`config.mk`:
```
export PLATFORM = sky130hd
export DESIGN_NAME = seq_writeback_regfile
export DESIGN_NICKNAME = d
export VERILOG_FILES = /design/src/rtl/y86_pkg.sv /design/src/rtl/y86_dst_select.sv /design/src/rtl/seq_writeback_regfile.sv
export SDC_FILE = /design/constraint.sdc
export NUM_CORES = 2
export LEC_CHECK = 0
export CAP_MARGIN = 10
export CELL_PAD_IN_SITES_DETAIL_PLACEMENT = 0
export CELL_PAD_IN_SITES_GLOBAL_PLACEMENT = 1
export CORE_UTILIZATION = 54
export DETAILED_ROUTE_END_ITERATION = 10
export DONT_BUFFER_PORTS = 1
export HOLD_SLACK_MARGIN = 0.08
export PLACE_DENSITY = 0.8
export SYNTH_ARGS = -nofsm -noshare
export SYNTH_HDL_FRONTEND = slang
export SYNTH_SLANG_ARGS = --single-unit
```
`constraint.sdc`:
```
create_clock -name clock -period 7 [get_ports clock]
set_input_delay 1.05 -clock clock [delete_from_list [all_inputs] [get_ports clock]]
set_output_delay 1.05 -clock clock [all_outputs]
set_load 0.05 [all_outputs]
```
`src/rtl/y86_pkg.sv`:
```
// Shared Y86-64 encodings: instruction codes, register ids and processor status codes.
package y86_pkg;

    localparam logic [3:0] HALT  = 4'h0;
    localparam logic [3:0] NOP   = 4'h1;
    localparam logic [3:0] CMOV  = 4'h2;
    localparam logic [3:0] IRMOV = 4'h3;
    localparam logic [3:0] RMMOV = 4'h4;
    localparam logic [3:0] MRMOV = 4'h5;
    localparam logic [3:0] OP    = 4'h6;
    localparam logic [3:0] JXX   = 4'h7;
    localparam logic [3:0] CALL  = 4'h8;
    localparam logic [3:0] RET   = 4'h9;
    localparam logic [3:0] PUSH  = 4'hA;
    localparam logic [3:0] POP   = 4'hB;

    localparam logic [3:0] RSP   = 4'h4;
    localparam logic [3:0] RNONE = 4'hF;

    typedef enum logic [2:0] {
        AOK = 3'd1,
        HLT = 3'd2,
        ADR = 3'd3,
        INS = 3'd4
    } stat_e;

endpackage

```
`src/rtl/y86_dst_select.sv`:
```
// Combinational destination-register decoder: icode/rA/rB/cnd -> dstE/dstM.
module y86_dst_select
    import y86_pkg::*;
(
    input  logic [3:0] in_code,
    input  logic [3:0] r_a,
    input  logic [3:0] r_b,
    input  logic       cnd,
    output logic [3:0] dst_e,
    output logic [3:0] dst_m
);

    always_comb begin
        dst_e = RNONE;
        case (in_code)
            CMOV:                   dst_e = cnd ? r_b : RNONE;
            IRMOV, OP:              dst_e = r_b;
            CALL, RET, PUSH, POP:   dst_e = RSP;
            default:                dst_e = RNONE;
        endcase
    end

    always_comb begin
        dst_m = RNONE;
        case (in_code)
            MRMOV, POP: dst_m = r_a;
            default:    dst_m = RNONE;
        endcase
    end

endmodule

```
`src/rtl/seq_writeback_regfile.sv`:
```
// SEQ Y86-64 write-back stage: register file, sticky status latch and retired counter.
module seq_writeback_regfile
    import y86_pkg::*;
#(
    parameter int unsigned        DATA_W   = 64,
    parameter logic [DATA_W-1:0]  RSP_INIT = DATA_W'(1023),
    parameter int unsigned        CNT_W    = 64
) (
    input  logic              clock,
    input  logic              reset,
    input  logic              step,
    input  logic [3:0]        in_code,
    input  logic [3:0]        r_a,
    input  logic [3:0]        r_b,
    input  logic              cnd,
    input  logic              instr_valid,
    input  logic [DATA_W-1:0] val_e,
    input  logic [DATA_W-1:0] val_m,
    input  logic              bad_mem,
    input  logic [3:0]        src_a,
    input  logic [3:0]        src_b,
    output logic [DATA_W-1:0] val_a_rd,
    output logic [DATA_W-1:0] val_b_rd,
    output logic [2:0]        stat,
    output logic              halted,
    output logic [CNT_W-1:0]  retired
);

    localparam int NREGS = 15;

    logic [DATA_W-1:0] regs_q [NREGS];
    stat_e             stat_q;
    stat_e             exc;
    logic [CNT_W-1:0]  retired_q;
    logic [3:0]        dst_e;
    logic [3:0]        dst_m;
    logic              commit;

    y86_dst_select u_dst_select (
        .in_code (in_code),
        .r_a     (r_a),
        .r_b     (r_b),
        .cnd     (cnd),
        .dst_e   (dst_e),
        .dst_m   (dst_m)
    );

    always_comb begin
        exc = AOK;
        if (!instr_valid)         exc = INS;
        else if (bad_mem)         exc = ADR;
        else if (in_code == HALT) exc = HLT;
    end

    // Once status leaves AOK the whole state is frozen until reset.
    assign commit = step && (stat_q == AOK);

    always_ff @(posedge clock) begin
        if (reset) begin
            for (int i = 0; i < NREGS; i++) begin
                regs_q[i] <= (4'(i) == RSP) ? RSP_INIT : '0;
            end
            stat_q    <= AOK;
            retired_q <= '0;
        end else if (commit) begin
            if (exc == AOK) begin
                // dstM takes precedence so popq %rsp keeps the loaded value.
                for (int i = 0; i < NREGS; i++) begin
                    if (4'(i) == dst_m)      regs_q[i] <= val_m;
                    else if (4'(i) == dst_e) regs_q[i] <= val_e;
                end
                retired_q <= retired_q + CNT_W'(1);
            end else begin
                stat_q <= exc;
            end
        end
    end

    // Reads see pre-edge contents; there is no write-to-read bypass.
    always_comb begin
        val_a_rd = '0;
        if (src_a != RNONE) val_a_rd = regs_q[src_a];
    end

    always_comb begin
        val_b_rd = '0;
        if (src_b != RNONE) val_b_rd = regs_q[src_b];
    end

    assign stat    = stat_q;
    assign halted  = (stat_q != AOK);
    assign retired = retired_q;

endmodule

```
# Word-level counts from Yosys, hierarchy flattened
# Memories as Yosys holds them, arrays and structs flattened.
# Cells that the tools add are included.
# W data, S select, Z words.
[op_classes]
n_addsub = 1
eq_ne = 41
n_mux = 205
n_bitwise = 31
reduce_logical = 9
[op_table]
columns = ["cell", "n"]
rows = [
  ["$mux W64", 32],
  ["$mux W1", 167],
  ["$add A64 B1 Y64 const B", 1],
  ["$eq A4 B4 Y1 const A", 14],
  ["$eq A3 B4 Y1 const A", 8],
  ["$or A1 B1 Y1", 30],
  ["$eq A2 B4 Y1 const A", 4],
  ["$eq A4 B4 Y1 const B", 4],
  ["$logic_not A4 Y1", 3],
  ["$pmux W4 S3", 1],
  ["$eq A1 B4 Y1 const A", 2],
  ["$eq A4 B2 Y1 const B", 2],
  ["$eq A4 B3 Y1 const B", 2],
  ["$mux W4", 2],
  ["$ne A4 B4 Y1 const B", 2],
  ["$eq A3 B1 Y1 const B", 2],
  ["$mux W2", 2],
  ["$reduce_and A2 Y1", 2],
  ["$reduce_or A2 Y1", 2],
  ["$reduce_or A4 Y1", 1],
  ["$mux W3", 1],
  ["$ne A3 B1 Y1 const B", 1],
  ["$logic_and A1 B1 Y1", 1],
  ["$not A1 Y1", 1],
]
[totals]
reg_bits = 67
ram_bits = 960
input_bits = 154
output_inout_bits = 196
memories = 1
[memory_table]
columns = ["name", "words", "width", "read_ports", "rd_clocked_by_memory_dff", "wr", "line", "source"]
rows = [
  ["regs_q", 15, 64, 2, 0, 15, "seq_writeback_regfile.sv:31", "logic [DATA_W-1:0] regs_q [NREGS];"],
]

# Longest topological paths before layout
[depth]
ltp_word = 11
depth_mapped = 9

# Modules after synthesis
# From an unflattened synthesis, not the netlist that was laid out.
[hier_totals]
hier_cells = 4477
area_unflattened_um2 = 58971.6
[by_module_without_submodules]
columns = ["mod", "n_inst", "cells_each", "area_each_um2", "seq_area_each_um2"]
rows = [
  ["seq_writeback_regfile", 1, 4455, 58831.4, 30168.9],
  ["y86_dst_select", 1, 22, 140.1, 0.0],
]

# Worst setup path after synthesis
# Ideal clock, no wire load.
[synth_path]
path_type = "in2reg"
from = "input port step"
to = "memory regs_q[9][0] (enable)"
setup_time_ns = 0.514
arrival_time_ns = 5.487
t_required_ns = 6.486
slack_ns = 0.999
path_stages = 6
cell_sequence = "nand4bb_4 > nor4b_2 > buf_2 > nand3b_1 > or2_2 > o221ai_1"
[synth_rtl]
columns = ["item", "line", "source"]
rows = [
  ["from (decl)", "seq_writeback_regfile.sv:11", "input logic step,"],
  ["to (decl)", "seq_writeback_regfile.sv:31", ""],
]

==> flow_summary.json <==
{
  "setup_viol": 0,
  "synth_top_area_share_pct": 48.46,
  "vias_per_cell": 7.914,
  "hold_start": "bad_mem",
  "rsz0062_at_grt": "no",
  "worstSetupStartpointType": "flop",
  "ys_ff_latch": 1027,
  "fin_area_um2": 62930,
  "initial_core_util_pct": 54.57,
  "synth_top_family_by_area": "multiplexers",
  "synth_xor_area_share_pct": 0.3828,
  "die_w_um": 333.9,
  "cp-startpoint": "stat[0]",
  "grt_usage_pct": 35.70,
  "cts_setup_buffers": 0,
  "clock-sinks": 1027,
  "synthMuxAreaShare_pct": 22.62,
  "slew_headroom_pct": 8.209,
  "synth_ff_type": "edfxtp_1",
  "synth_fp_nets": 4336,
  "clk_latency_ns": 0.72,
  "drive_above_1_share_pct": 19.92,
  "fin_crit_ns": 4.765,
  "ir_drop_mv": 0.1915,
  "drtPass1Iterations": 6,
  "power_density_nw_per_um2": 228.4,
  "max_cap_viol_count": 0,
  "drtAntennaViolNets": 0,
  "fin_skew_ns": 0.02466,
  "ctsHoldBuffers": 0,
  "die_h_um": 333.9,
  "status": "finished, final reports clean",
  "hold_viol": 0,
  "worst_pin_slew_ns": 1.377,
  "path_max_fanout": 65,
  "period_share_pct": 68.07,
  "synth_cell_types": 70,
  "yosys-top-cells-area": "edfxtp_1 (48%), mux4_2 (19%), a22o_1 (8.3%)",
  "grt_max_degree": 322,
  "dp_hpwl_mm": 105.1,
  "synth_area_leader_cell": "edfxtp_1",
  "power_leakage_nw": 21.30,
  "antenna_found_initial": 6,
  "drv_slew": 0,
  "tns_ns": 0,
  "port-buffer-count": 0,
  "fmax_ghz": 0.2099,
  "worstPathArrival_ns": 5.13,
  "wl_per_cell_um": 37.97,
  "critPathKind": "reg2reg",
  "nets": 3943,
  "vias": 41920,
  "grt_pass1_wl_mm": 291.8,
  "postPlaceCellArea_um2": 59530,
  "synth_common_cells": "edfxtp_1 (960), a22o_1 (566), mux4_2 (512), clkbuf_1 (293), nand2_1 (224)",
  "whs_ns": 0.4874,
  "async_reset_ff_share_pct": 0,
  "route.detailed.drc": 0,
  "synth-seq-area-share_pct": 50.72,
  "grt_pass1_vias": 41910,
  "syn_inst": 4181,
  "post_cts_resized": 0,
  "coreArea_um2": 109000,
  "cts.htree.levels": 3,
  "gp_congestion": 0.8334,
  "syn_area_um2": 59490,
  "cts_tree": "yes",
  "grt-ovfl-total": 0,
  "clk_pin_slew_ns": 0.06,
  "r2r_cells": 7,
  "hold_depth": 2,
  "area_growth_pct": 5.782,
  "synth.most_common_cell": "edfxtp_1",
  "synth_edf_count": 960,
  "synth-simple-area-share_pct": 6.426,
  "end_kind": "flop",
  "die_area_um2": 111500,
  "syn_area_per_cell_um2": 14.23,
  "synth-compound-area-share_pct": 15.61,
  "io_pins": 350,
  "reg2reg_from": "stat[0]",
  "p_total_mw": 14.37,
  "cts_buffers": 111,
  "clock-root-buffer": "clkbuf_16",
  "ys_warn_count": 0,
  "min_path_type": "in2reg",
  "synth_fa_ha_area_share_pct": 0.02103,
  "rows": 121,
  "drt_wl_total_mm": 201.1,
  "drt_iter0_drc": 5856,
  "worstPathRequired_ns": 7.37,
  "max-clock-path-buffers": 3
}
[final timing paths]
check / slack [ns] / endpoint
min: 0.49 / stat[0]
max reg2reg: 2.24 / regs_q[3][44]
max: 2.24 / regs_q[3][44]
min reg2reg: 0.75 / retired[63]
[flip-flops by register name, summed over array words and instances (netlist names)]
register / cells
retired: 64
regs_q: 960
stat: 3
[cells by family after synthesis]
logic type	Yosys count
fa+ha+maj	1
flops	1027
xor+xnor	26
mux	704
buf+inv	575
compound gates	1116
simple gates	732
[power breakdown]
part	switching, mW	internal, mW	total, mW
Clock	2.51	3.15	5.67
Sequential	0.130	6.97	7.10
Combinational	0.936	0.668	1.60
Total	3.58	10.8	14.4
[cells in the final DEF (no fill, tap or decap), drive strengths merged, types with 125 or more instances in the layout]
cell	netlist	layout
a32o	192	192
a22o	566	566
o2bb2ai	128	128
mux2i	192	192
nor2	125	125
nor2b	194	194
nand2	224	224
clkbuf	293	146
edfxtp	960	960
mux4	512	512
o21ai	154	154
[critical path, cell delays in order, from the launching register on]
cell and delay [ns]:
dfxtp_1 0.74, nand4bb_4 0.23, nor4_4 0.59, nand2_1 0.40
nor3_2 0.23, buf_4 0.83, or3_4 0.86, buf_4 0.48
[layer usage]
layer / up-vias / part of all wire (%) / track usage (%)
met5: - / 0.014 / 0
met4: 4 / 4.5 / 16.42
met3: 557 / 12 / 7.921
met2: 3367 / 47 / 56.11
met1: 21420 / 36 / 47.61
li1: 16580 / - / -
[area by class of cell]
| type | count | area (um^2) |
|---|---|---|
| Inverter | 11 | 43.79 |
| Antenna cell | 2 | 5.005 |
| Clock inverter | 60 | 420.4 |
| Fill cell | 8363 | 46080 |
| Timing Repair Buffer | 58 | 473.0 |
| Tap cell | 1414 | 1769 |
| Clock buffer | 146 | 2969 |
| Sequential cell | 1027 | 30170 |
| Multi-Input combinational cell | 2579 | 27080 |
[stage by stage]
step | setup WS, ns | utilization (%) | cells
after floorplan | 0.9992 | - | 4181
after global placement | 2.187 | 54.61 | 5089
after detailed placement | 2.125 | 54.61 | 5089
after CTS | 2.349 | 57.72 | 5295
after global routing | 2.072 | 57.72 | 5295
final | 2.235 | 57.73 | 5297
Power figures use the tool's default switching activity.
